--- src/rtl/win_pkg.sv ---
// Shared window-path definitions: state codes and travel directions.
// Reused by window_actuator and by the command FSM bench.
package win_pkg;

   localparam logic [2:0] ST_IDLE     = 3'd0;
   localparam logic [2:0] ST_OPENING  = 3'd1;
   localparam logic [2:0] ST_CLOSING  = 3'd2;
   localparam logic [2:0] ST_DEADTIME = 3'd3;
   localparam logic [2:0] ST_FAULT    = 3'd4;

   localparam logic DIR_OPEN  = 1'b0;
   localparam logic DIR_CLOSE = 1'b1;

   // Counter width able to hold the larger of the two terminal counts.
   function automatic int timer_w(input int t, input int d);
      int m;
      m = (t > d) ? t : d;
      return $clog2(m + 1);
   endfunction

endpackage

--- src/rtl/window_actuator_if.sv ---
// Command, sensor and motor-pin bundle between the window FSM and actuator.
// master: command/sensor side; slave: the actuator.
interface window_actuator_if;

   logic OPEN_CW;
   logic CLOSE_CW;
   logic LIMIT_OPEN;
   logic LIMIT_CLOSED;
   logic OBSTACLE;
   logic CLR_FAULT;
   logic MOTOR_OPEN;
   logic MOTOR_CLOSE;
   logic BUSY;
   logic FAULT;

   modport master (
      output OPEN_CW,
      output CLOSE_CW,
      output LIMIT_OPEN,
      output LIMIT_CLOSED,
      output OBSTACLE,
      output CLR_FAULT,
      input  MOTOR_OPEN,
      input  MOTOR_CLOSE,
      input  BUSY,
      input  FAULT
   );

   modport slave (
      input  OPEN_CW,
      input  CLOSE_CW,
      input  LIMIT_OPEN,
      input  LIMIT_CLOSED,
      input  OBSTACLE,
      input  CLR_FAULT,
      output MOTOR_OPEN,
      output MOTOR_CLOSE,
      output BUSY,
      output FAULT
   );

endinterface

--- src/rtl/win_timer.sv ---
// Clearable saturating up-counter shared by travel timeout and dead time.
// Flags fire on the last cycle of each interval so the FSM leaves on time.
module win_timer #(
   parameter int W            = 10,
   parameter int TIMEOUT_CYC  = 1000,
   parameter int DEADTIME_CYC = 4
) (
   input  logic CLK,
   input  logic RST,
   input  logic clr,
   input  logic en,
   output logic tc_timeout,
   output logic tc_dead
);

   logic [W-1:0] cnt_q;
   logic [W-1:0] cnt_d;
   logic         sat;

   assign sat = &cnt_q;

   always_comb begin
      cnt_d = cnt_q;
      if (clr) begin
         cnt_d = '0;
      end else if (en && !sat) begin
         cnt_d = cnt_q + 1'b1;
      end
   end

   always_ff @(posedge CLK or negedge RST) begin
      if (!RST) begin
         cnt_q <= '0;
      end else begin
         cnt_q <= cnt_d;
      end
   end

   assign tc_timeout = (cnt_q == W'(TIMEOUT_CYC - 1));
   assign tc_dead    = (cnt_q == W'(DEADTIME_CYC - 1));

endmodule

--- src/rtl/window_actuator.sv ---
// Window motor executor: travel to limit, reversal dead time, fault supervision.
// Optional pinch auto-reverse is built only when WIN_OBSTACLE_EN is defined.
module window_actuator
   import win_pkg::*;
#(
   parameter int TIMEOUT_CYC  = 1000,
   parameter int DEADTIME_CYC = 4
) (
   input logic               CLK,
   input logic               RST,
   window_actuator_if.slave  bus
);

   localparam int TW = timer_w(TIMEOUT_CYC, DEADTIME_CYC);

   logic [2:0] state_q;
   logic [2:0] state_d;
   logic       pend_q;
   logic       pend_d;
   logic       motor_open_q;
   logic       motor_open_d;
   logic       motor_close_q;
   logic       motor_close_d;
   logic       busy_q;
   logic       busy_d;
   logic       fault_q;
   logic       fault_d;
   logic       tc_timeout;
   logic       tc_dead;
   logic       tmr_clr;
   logic       tmr_en;
   logic       obs_hit;
   logic       lim_conflict;

`ifdef WIN_OBSTACLE_EN
   assign obs_hit = bus.OBSTACLE;
`else
   assign obs_hit = 1'b0;
`endif

   assign lim_conflict = bus.LIMIT_OPEN & bus.LIMIT_CLOSED;

   always_comb begin
      state_d = state_q;
      pend_d  = pend_q;
      unique case (state_q)
         ST_IDLE: begin
            if (bus.OPEN_CW && bus.CLOSE_CW) begin
               state_d = ST_IDLE;
            end else if (bus.OPEN_CW && !bus.LIMIT_OPEN) begin
               state_d = ST_OPENING;
            end else if (bus.CLOSE_CW && !bus.LIMIT_CLOSED && !obs_hit) begin
               state_d = ST_CLOSING;
            end
         end
         ST_OPENING: begin
            if (bus.LIMIT_OPEN) begin
               state_d = ST_IDLE;
            end else if (tc_timeout) begin
               state_d = ST_FAULT;
            end else if (bus.CLOSE_CW) begin
               state_d = ST_DEADTIME;
               pend_d  = DIR_CLOSE;
            end
         end
         ST_CLOSING: begin
            // Pinch detection reverses the same way a manual open does.
            if (bus.LIMIT_CLOSED) begin
               state_d = ST_IDLE;
            end else if (tc_timeout) begin
               state_d = ST_FAULT;
            end else if (bus.OPEN_CW || obs_hit) begin
               state_d = ST_DEADTIME;
               pend_d  = DIR_OPEN;
            end
         end
         ST_DEADTIME: begin
            if (tc_dead) begin
               if (pend_q == DIR_OPEN) begin
                  state_d = bus.LIMIT_OPEN ? ST_IDLE : ST_OPENING;
               end else begin
                  state_d = bus.LIMIT_CLOSED ? ST_IDLE : ST_CLOSING;
               end
            end
         end
         ST_FAULT: begin
            if (bus.CLR_FAULT) begin
               state_d = ST_IDLE;
            end
         end
         default: begin
            state_d = ST_FAULT;
         end
      endcase
      // Both limits at once means a broken sensor; overrides everything.
      if (state_q != ST_FAULT && lim_conflict) begin
         state_d = ST_FAULT;
      end
   end

   assign tmr_clr = (state_d != state_q);
   assign tmr_en  = (state_q == ST_OPENING) ||
                    (state_q == ST_CLOSING) ||
                    (state_q == ST_DEADTIME);

   win_timer #(
      .W            (TW),
      .TIMEOUT_CYC  (TIMEOUT_CYC),
      .DEADTIME_CYC (DEADTIME_CYC)
   ) u_timer (
      .CLK        (CLK),
      .RST        (RST),
      .clr        (tmr_clr),
      .en         (tmr_en),
      .tc_timeout (tc_timeout),
      .tc_dead    (tc_dead)
   );

   always_comb begin
      motor_open_d  = (state_d == ST_OPENING);
      motor_close_d = (state_d == ST_CLOSING);
      busy_d        = (state_d == ST_OPENING) ||
                      (state_d == ST_CLOSING) ||
                      (state_d == ST_DEADTIME);
      fault_d       = (state_d == ST_FAULT);
   end

   always_ff @(posedge CLK or negedge RST) begin
      if (!RST) begin
         state_q       <= ST_IDLE;
         pend_q        <= DIR_OPEN;
         motor_open_q  <= 1'b0;
         motor_close_q <= 1'b0;
         busy_q        <= 1'b0;
         fault_q       <= 1'b0;
      end else begin
         state_q       <= state_d;
         pend_q        <= pend_d;
         motor_open_q  <= motor_open_d;
         motor_close_q <= motor_close_d;
         busy_q        <= busy_d;
         fault_q       <= fault_d;
      end
   end

   assign bus.MOTOR_OPEN  = motor_open_q;
   assign bus.MOTOR_CLOSE = motor_close_q;
   assign bus.BUSY        = busy_q;
   assign bus.FAULT       = fault_q;

endmodule

--- src/flat_wrapper.sv ---
// flat-port wrapper written by rule: the top's interface ports become plain ports
module window_actuator_flat import win_pkg::*;
#(
   parameter int TIMEOUT_CYC  = 1000,
   parameter int DEADTIME_CYC = 4
)
  (CLK, RST, bus_OPEN_CW, bus_CLOSE_CW, bus_LIMIT_OPEN, bus_LIMIT_CLOSED, bus_OBSTACLE, bus_CLR_FAULT, bus_MOTOR_OPEN, bus_MOTOR_CLOSE, bus_BUSY, bus_FAULT);
  window_actuator_if bus_i ();
  input logic CLK;
  input logic RST;
  input wire logic [$bits(bus_i.OPEN_CW)-1:0] bus_OPEN_CW;
  input wire logic [$bits(bus_i.CLOSE_CW)-1:0] bus_CLOSE_CW;
  input wire logic [$bits(bus_i.LIMIT_OPEN)-1:0] bus_LIMIT_OPEN;
  input wire logic [$bits(bus_i.LIMIT_CLOSED)-1:0] bus_LIMIT_CLOSED;
  input wire logic [$bits(bus_i.OBSTACLE)-1:0] bus_OBSTACLE;
  input wire logic [$bits(bus_i.CLR_FAULT)-1:0] bus_CLR_FAULT;
  output wire logic [$bits(bus_i.MOTOR_OPEN)-1:0] bus_MOTOR_OPEN;
  output wire logic [$bits(bus_i.MOTOR_CLOSE)-1:0] bus_MOTOR_CLOSE;
  output wire logic [$bits(bus_i.BUSY)-1:0] bus_BUSY;
  output wire logic [$bits(bus_i.FAULT)-1:0] bus_FAULT;
  assign bus_i.OPEN_CW = bus_OPEN_CW;
  assign bus_i.CLOSE_CW = bus_CLOSE_CW;
  assign bus_i.LIMIT_OPEN = bus_LIMIT_OPEN;
  assign bus_i.LIMIT_CLOSED = bus_LIMIT_CLOSED;
  assign bus_i.OBSTACLE = bus_OBSTACLE;
  assign bus_i.CLR_FAULT = bus_CLR_FAULT;
  assign bus_MOTOR_OPEN = bus_i.MOTOR_OPEN;
  assign bus_MOTOR_CLOSE = bus_i.MOTOR_CLOSE;
  assign bus_BUSY = bus_i.BUSY;
  assign bus_FAULT = bus_i.FAULT;
  window_actuator #(.TIMEOUT_CYC(TIMEOUT_CYC), .DEADTIME_CYC(DEADTIME_CYC)) u_core (.CLK(CLK), .RST(RST), .bus(bus_i));
endmodule
--- config.mk ---
export PLATFORM = sky130hd
export DESIGN_NAME = window_actuator_flat
export DESIGN_NICKNAME = d
export VERILOG_FILES = /design/src/rtl/win_pkg.sv /design/src/rtl/window_actuator_if.sv /design/src/rtl/win_timer.sv /design/src/rtl/window_actuator.sv /design/src/flat_wrapper.sv
export SDC_FILE = /design/constraint.sdc
export NUM_CORES = 1
export LEC_CHECK = 0
export ABC_AREA = 1
export BUFFER_PORTS_ARGS = -buffer_cell sky130_fd_sc_hd__buf_2
export CORE_MARGIN = 4
export CORE_UTILIZATION = 58
export CTS_CLUSTER_DIAMETER = 40
export DETAILED_ROUTE_END_ITERATION = 10
export GPL_TIMING_DRIVEN = 0
export HOLD_SLACK_MARGIN = 0.03
export PLACE_DENSITY_LB_ADDON = 0.3
export SETUP_SLACK_MARGIN = 0.02
export SYNTH_ARGS = -nofsm -noshare
export SYNTH_HDL_FRONTEND = slang
export SYNTH_HIERARCHICAL = 1
export SYNTH_SLANG_ARGS = --single-unit
--- constraint.sdc ---
create_clock -name CLK -period 2.7 [get_ports CLK]
set_clock_uncertainty 0.1 [all_clocks]
set_input_delay 0.135 -clock CLK [delete_from_list [all_inputs] [get_ports CLK]]
set_output_delay 0.135 -clock CLK [all_outputs]
set_load 0.05 [all_outputs]
After elaboration in Yosys (flattened, before gate mapping)
Index checks and enable logic that the tools add are counted.
Widths: inputs -> output; s select.

operators by class
  add/sub/neg operators = 1
  equal/unequal tests = 18
  multiplexer cells = 25
  bitwise operators = 1
  reductions and logical operators = 17

operator list
  cell                   number
  $mux 3                 13
  $mux 10                2
  $pmux 3 s5             1
  $eq 3x2->1 const B     4
  $ne 2x2->1 const B     6
  $add 10x1->10 const B  1
  $eq 10x10->1 const B   1
  $eq 10x2->1 const B    1
  $reduce_and 10->1      1
  $mux 1                 7
  $reduce_and 7->1       1
  $eq 3x1->1 const B     2
  $eq 3x3->1 const B     2
  $logic_and 1x1->1      5
  $logic_or 1x1->1       4
  $reduce_bool 2->1      2
  $logic_not 1->1        3
  $logic_not 3->1        1
  $ne 3x3->1             1
  $ne 3x3->1 const B     1
  $mux 2                 1
  $pmux 1 s2             1
  $and 1x1->1            1

storage, ports and cells
  flip-flop bits (word level) = 18
  bits of input ports = 8
  output and inout bits = 4
  word-level logic and storage cells = 69

Depth between registers and ports, before layout
Gate-level depths: netlist of run 1.

  word-level depth = 10
  gate-level depth with buffers = 18
  gate-level depth less buffers = 18

Modules after synthesis
The synthesis of run 1 kept the hierarchy.

by module, submodules not included
  module           instances  cells each  area an instance (um^2)  seq. area each (um^2)
  win_timer        1          107         735.7                    250.2
  window_actuator  1          87          543.0                    200.2

Worst setup path after synthesis of run 1
Ideal clock, no wire load.

  kind = register to register
  from = register u_core.u_timer.cnt_q[0]
  to = register u_core.u_timer.cnt_q[0]
  library setup time = 66 ps
  data arrival time = 2302 ps
  data required time = 2534 ps
  setup slack = 232 ps
  stages on the path, launching flop included = 17
  path buffers = 1
  cells stage by stage = dfrtp_1 ha_1 nand2_2 nor3_1 inv_1 nand3_1 nor2_1 nor2_1 nand2_1 nand2_2 nand2_1 nand2_1 nand3_1 inv_2 buf_1 nand3_1 nand2_1

between the ends
  longest elaborated chain between the ends = 7

RTL lines
  what                                          line                                          source
  from (decl)                                   win_timer.sv:16                               logic [W-1:0] cnt_q;
  from (signal assigned)                        win_timer.sv:35                               cnt_q <= cnt_d;
  $eq 10x10->1 *                                win_timer.sv:39                               assign tc_timeout = (cnt_q == W'(TIMEOUT_CYC - 1));
  net u_core.tc_timeout                         window_actuator.sv:28                         logic tc_timeout;
  $mux 3, on equally long branches              window_actuator.sv:70, window_actuator.sv:59
  $mux 3, on equally long branches              window_actuator.sv:68, window_actuator.sv:57
  $pmux 3 s5 *                                  window_actuator.sv:46                         unique case (state_q)
  $mux 3 *                                      window_actuator.sv:96                         if (state_q != ST_FAULT && lim_conflict) begin
  $ne 3x3->1 *                                  window_actuator.sv:101                        assign tmr_clr = (state_d != state_q);
  net u_core.tmr_clr                            window_actuator.sv:30                         logic tmr_clr;
  $mux 10 or $reduce_bool 2->1 (tied branches)  -

The timed path passes the listed nets; every way through them passes the cells marked *. The select of a mux whose other input is x is not followed.
A chain may end at the register's enable or synchronous reset.

Worst setup path in the final report of run 1
  from = register u_core.u_timer.cnt_q[6]
  to = register u_core.u_timer.cnt_q[0]

Same word-level chain as after synthesis.

==> flow_metrics.tcl, run 1 <==
set metrics [dict create \
    holdPathEnd "u_core/state_q[2]" \
    yosysWarningCount 6 \
    drt_iter0_drc 51 \
    cap_viol_max_count 0 \
    dieArea_mm2 0.00302 \
    synth_nets 203 \
    antenna_found_initial 0 \
    critical_path_required_ns 2.84 \
    synthesis.area_per_instance_um2 6.59 \
    period_needed_ns 2.57 \
    groute.layer.met2.usage_pct 40.9 \
    cts-buffers-inserted 3 \
    fmaxAchievable_mhz 389 \
    setup.worst_path.end_class "flip-flop" \
    grt_pass1_vias 1152 \
    finalSetupViolCount 0 \
    post-route-cell-area_mm2 0.00152 \
    viasPerCell 5.43 \
    drc 0 \
    antenna_cells_inserted 0 \
    num_io_pins 12 \
    p_leak_nw 0.801 \
    grt-busiest-layer "met2" \
    grt_max_degree 19 \
    critical_path.max_fanout 10 \
    reg2reg_depth 17 \
    final_hold_vios 0 \
    clock_tree.htree_level_count 1 \
    timing.reg2reg.setup_slack_ns 0.13 \
    clk_pin_slew_ns 0.11 \
    layout_commonest_cell "nand2_1" \
    cts_buffer_depth 2 \
    core-area_mm2 0.00202 \
    io_buffer_count 10 \
    yosysUniqueCellTypes 25 \
    die_height_um 55.0 \
    cp_data_arrival_time_ns 2.71 \
    irDropWorstVdd_mv 0.640 \
    wl_cell_um 12.9 \
    dieWidth_um 55.0 \
    global_route.overflow_total 0 \
    timing.final.max_slew_violations 0 \
    areaGrowthSynthToFinish_pct 19.0 \
    hpwlAfterDp_um 2250 \
    fin_nets 225 \
    worstSetupPathType "reg2reg" \
    syn-instance-count 194 \
    ant_nets 0 \
    netlist_area_mm2 0.00128 \
    grt_use_total_pct 22.6 \
    max_slew_margin_pct 65.4 \
    clk_latency_ns 0.29 \
    status "finished clean" \
    ys_seq_area_share_pct 35.2 \
    power_mw 1.25 \
    totalNegativeSetupSlack_ns 0 \
    dpl-instance-area_mm2 0.00136 \
    global_route_wire_length_before_repair_um 4860 \
    most-common-layout-cells "59 x nand2_1, 32 x nor2_1, 27 x nand3_1, 18 x inv_1, 16 x dfrtp_1" \
    rows 16 \
    crit-reg2reg-capture "u_core/u_timer/cnt_q[0]" \
    clock-root-buffer "clkbuf_4" \
    cts.sinks 18 \
    worst-slew-pin-transition_ns 0.516 \
    final_layout_size_suffix_gt1_share_pct 23.3 \
    setup.worst_path.start_class "flip-flop" \
    hp-class "in2reg" \
    clock_tree_from_tritoncts "done" \
    timing.final.crit_share_pct 95.3 \
    routabilityCongestion 0.920 \
    totalWireLength_um 3120 \
    ys_seq_elements 18 \
    hold_depth 4 \
    ff_to_ff_start "u_core/u_timer/cnt_q[6]" \
    global_routing_usage_on_met1_pct 25.5 \
    drt-pass1-iter-count 4 \
    power.density_mw_per_mm2 821 \
    startpoint_of_the_lowest_slack_hold_path "bus_CLR_FAULT" \
    floorplan.initialDensity_pct 63.2 \
    gr-usage-met3_pct 3.75 \
    total_via_count_in_the_routed_design 1313 \
]
## kinds of logic after synthesis
kind of cell / count (synthesis) / synth area share, %
buffers and inverters: 27 / 7.93
AO/OA/AOI/OAI: 8 / 4.31
flip-flops: 18 / 35.2
XOR/XNOR: 1 / 0.685
AND/OR/NAND/NOR: 139 / 50.9
adder cells (fa/ha/maj): 1 / 0.978
## metrics by stage
| step | hold WS, ns | util [%] | cells | setup WS (ns) |
|---|---|---|---|---|
| finish | 0.0569 | 75.2 | 242 | 0.126 |
| global placement | -0.0167 | 67.4 | 231 | -0.295 |
| global route | 0.0989 | 75.2 | 242 | -0.0427 |
| detailed placement | -0.0113 | 67.4 | 231 | -0.397 |
| CTS | 0.0591 | 70.5 | 236 | 0.0296 |
| floorplan | -0.261 | - | 194 | 0.232 |
## registers in the layout, indices dropped and copies added, names as in the netlist
name and cells:
u_core/bus.BUSY 1, u_core/u_timer/cnt_q 10, u_core/pend_q 1, u_core/state_q 3, u_core/bus.FAULT 1, u_core/bus.MOTOR_OPEN 1
u_core/bus.MOTOR_CLOSE 1
## cells in the mapped netlist
cell type  instances  share of area (%)
nor4_1             1               0.49
o21ai_0            1               0.39
nand3_2            2                1.6
nor2_1            32                9.4
nand4_1            3                1.5
o21ai_2            3                2.1
inv_2              6                1.8
nand2_2            4                2.0
o21bai_1           1               0.59
nand3b_1           1               0.59
xor2_1             1               0.69
nand2_4            1               0.88
clkinv_1           1               0.29
buf_1              1               0.29
nor2_4             1               0.88
nor3_1             2               0.78
inv_1             19                5.6
nand2_1           59                 17
nor2_2             3                1.5
nand2_8            2                3.1
o22ai_1            1               0.49
a21oi_1            2               0.78
dfrtp_1           18                 35
nand3_1           28                 11
ha_1               1               0.98
## power breakdown
group | switching, mW | internal, mW
Sequential | 0.0442 | 0.320
Clock | 0.0856 | 0.0821
Combinational | 0.475 | 0.243
Total | 0.604 | 0.645
## worst max-delay path by stage
stage	slack [ns]	start	end
6_report	0.13	u_core/u_timer/cnt_q[6]	u_core/u_timer/cnt_q[0]
5_1_grt	-0.04	u_core/u_timer/cnt_q[6]	u_core/u_timer/cnt_q[0]
4_1_cts	0.03	u_core/u_timer/cnt_q[1]	u_core/u_timer/cnt_q[8]
3_5_place_dp	-0.40	u_core/u_timer/cnt_q[1]	u_core/u_timer/cnt_q[8]
3_3_place_gp	-0.29	u_core/u_timer/cnt_q[7]	u_core/u_timer/cnt_q[8]
2_1_floorplan	0.23	u_core/u_timer/cnt_q[0]	u_core/u_timer/cnt_q[0]
## routing by layer
metal / wire, um / share of wire (%)
met3: 150 / 4.8
met5: 0 / 0
met2: 1630 / 52
met1: 1300 / 42
met4: 35 / 1.1
## cell type report
type / instances / area (um^2)
Multi-Input combinational cell: 149 / 773
Fill cell: 159 / 500
Sequential cell: 18 / 453
Timing Repair Buffer: 17 / 118
Inverter: 26 / 100
Clock buffer: 4 / 36.3
Tap cell: 27 / 33.8
Buffer: 1 / 7.51
## worst max-delay path, stage by stage (launching register included)
cell	delay, ns
dfrtp_2	0.46
nand2_1	0.12
nor2_4	0.17
inv_2	0.07
nor3_4	0.26
inv_2	0.09
nand3_1	0.11
nor2_1	0.06
nor2_1	0.11
nand2_1	0.10
nand2_2	0.09
nand2_1	0.05
nand2_1	0.11
nand3_4	0.13
inv_4	0.11
buf_4	0.17
nand3_1	0.11
nand2_1	0.08
## repair_timing
action	CTS	global route
pin swaps	0	2
endpoints found under the hold margin	18	0
resized for setup	4	11
buffers inserted	0	6
endpoints found under the setup margin	10	10
hold buffers	1	0
Power figures use the tool's default switching activity.
==> run 2: changes to the inputs <==
- GPL_TIMING_DRIVEN: 0 -> default
- HOLD_SLACK_MARGIN: 0.03 -> 0.05
==> run 2 against run 1 <==
Against the previous run: die area did not move; combinational power down 5.7%; clock power hardly changed; largest power group unchanged; sequential power about the same; sequential share of layout area rose by 0.46 points; via count increased by 1.4%; global-route usage is 0.43 points higher; first-iteration DRC count is 12% higher; count of clock-buffer cells in the layout unchanged; setup slack gained 0.14 ns; largest cell class unchanged; final cell count increased by 0.41%.
==> flow_metrics.tcl, run 2 (synthesized netlist as in run 1, its figures left out) <==
set metrics [dict create \
    status "finished clean" \
    setup_ws_ns 0.263 \
    fin_nets 226 \
    final_hold_vios 0 \
    antenna_cells_inserted 0 \
    fmaxAchievable_mhz 410 \
    period_needed_ns 2.44 \
    viasPerCell 5.48 \
    ff_to_ff_start "u_core/u_timer/cnt_q[8]" \
    cp_data_arrival_time_ns 2.56 \
    totalNegativeSetupSlack_ns 0 \
    cts_buffer_depth 2 \
    dieArea_mm2 0.00302 \
    clock_tree.htree_level_count 1 \
    cap_viol_max_count 0 \
    cts-buffers-inserted 3 \
    grt_pass1_vias 1252 \
    rows 16 \
    crit-reg2reg-capture "u_core/u_timer/cnt_q[2]" \
    drt_iter0_drc 57 \
    floorplan.initialDensity_pct 63.2 \
    wl_cell_um 12.8 \
    finalSetupViolCount 0 \
    filler_cell_count 174 \
    hold_depth 4 \
    die_height_um 55.0 \
    num_io_pins 12 \
    global_route.overflow_total 0 \
    critical_path.max_fanout 5 \
    startpoint_of_the_lowest_slack_hold_path "bus_CLR_FAULT" \
    critical_path_required_ns 2.83 \
    dieWidth_um 55.0 \
    max_slew_margin_pct 72.0 \
    grt_use_total_pct 23.0 \
    cts.sinks 18 \
    irDropWorstVdd_mv 0.642 \
    drt-pass1-iter-count 4 \
    layout_commonest_cell "nand2_1" \
    largest_register_ff_count 10 \
    total_via_count_in_the_routed_design 1331 \
    p_leak_nw 0.782 \
    grt_max_degree 19 \
    timing.final.max_slew_violations 0 \
    clk_latency_ns 0.29 \
    dpl-instance-area_mm2 0.00140 \
    multi_input_comb_area_um2 749 \
    post-route-cell-area_mm2 0.00149 \
    layout_top_registers "u_core/u_timer/cnt_q (10), u_core/state_q (3)" \
    holdPathEnd "u_core/state_q[2]" \
    worstSetupPathType "reg2reg" \
    final_layout_size_suffix_gt1_share_pct 21.8 \
    worst-slew-pin-transition_ns 0.419 \
    reg2reg_depth 18 \
    ant_nets 0 \
    clock_tree_from_tritoncts "done" \
    setup_repair_after_global_routing_missed_its_margin "no" \
    most-common-layout-cells "59 x nand2_1, 32 x nor2_1, 28 x nand3_1, 19 x inv_1, 18 x dfrtp_1" \
    core-area_mm2 0.00202 \
    routabilityCongestion 0.976 \
    critical_path.startpoint "u_core/u_timer/cnt_q[8]" \
    seq_area_um2 450 \
    hpwlAfterDp_um 2260 \
    clock-root-buffer "clkbuf_4" \
    power_mw 1.21 \
    antenna_found_initial 0 \
    setup.worst_path.start_class "flip-flop" \
    clk_pin_slew_ns 0.11 \
    timing.final.crit_share_pct 90.3 \
    power.density_mw_per_mm2 811 \
    io_buffer_count 10 \
    largest-register "u_core/u_timer/cnt_q" \
    timing.reg2reg.setup_slack_ns 0.26 \
    drc 0 \
    totalWireLength_um 3120 \
    global_route_wire_length_before_repair_um 5080 \
    areaGrowthSynthToFinish_pct 16.5 \
    hp-class "in2reg" \
    setup.worst_path.end_class "flip-flop" \
    detailedPlace.worstSlack_ns 0.184 \
]
## run 2: changes by cell type in the layout (fill, tap and decap cells not counted), sizes merged
cell,change
buf,+1
## run 2: worst max-delay path, cell delays in order, from the launching register on
cell and delay, ns:
dfrtp_1 0.42, nand2_1 0.11, nor2_2 0.21, inv_2 0.06, nor3_2 0.14, inv_1 0.12, nand3_1 0.12, nor2_1 0.06
nor2_1 0.10, nand2_1 0.10, nand2_2 0.10, nand2_1 0.06, nand2_1 0.05, nand3_1 0.13, inv_4 0.14, nand2_1 0.07
nor2_1 0.15, nand2_2 0.08, o21ai_2 0.05
## run 2: cell type report
class | instances | area share, %
flip-flops and latches | 18 | 30.2
multi-input cells | 149 | 50.3
clock buffers | 4 | 2.43
inverters | 26 | 6.72
repair buffers | 19 | 8.06
well taps | 27 | 2.27
## run 2: worst max path at each step
stage | slack, ns | depth (start not counted) | to
6_report | 0.26 | 18 | u_core/u_timer/cnt_q[2]
5_1_grt | 0.02 | 17 | u_core/u_timer/cnt_q[5]
4_1_cts | 0.16 | 16 | u_core/u_timer/cnt_q[9]
3_5_place_dp | 0.18 | 16 | u_core/u_timer/cnt_q[9]
3_3_place_gp | 0.31 | 16 | u_core/u_timer/cnt_q[5]
2_1_floorplan | 0.23 | 16 | u_core/u_timer/cnt_q[0]
## run 2: report_power, final
part / total [mW] / switching [mW] / internal [mW]
sequential: 0.361 / 0.0418 / 0.320
clock: 0.170 / 0.0878 / 0.0820
combinational: 0.677 / 0.451 / 0.227
## run 2: repair_timing
action | CTS | global route
hold buffers | 1 | 0
setup endpoints to repair | 0 | 10
buffers inserted | 0 | 2
endpoints found under the hold margin | 18 | 0
gates resized for setup | 0 | 5
## run 2: routing by layer
layer / track usage, % / vias up / part of all wire (%)
met1: 25.3 / 608 / 40
met3: 4.29 / 10 / 6.0
li1: - / 658 / -
met2: 42.5 / 55 / 52
met5: 0 / - / 0
met4: 10.1 / 0 / 2.3
## run 2: stage by stage
step / hold WS [ns] / utilization, % / std cells
finish: 0.0674 / 73.7 / 243
global placement: -0.0215 / 69.4 / 236
global route: 0.102 / 73.7 / 243
floorplan: -0.261 / - / 194
CTS: 0.0597 / 71.7 / 241
detailed placement: -0.0113 / 69.4 / 236
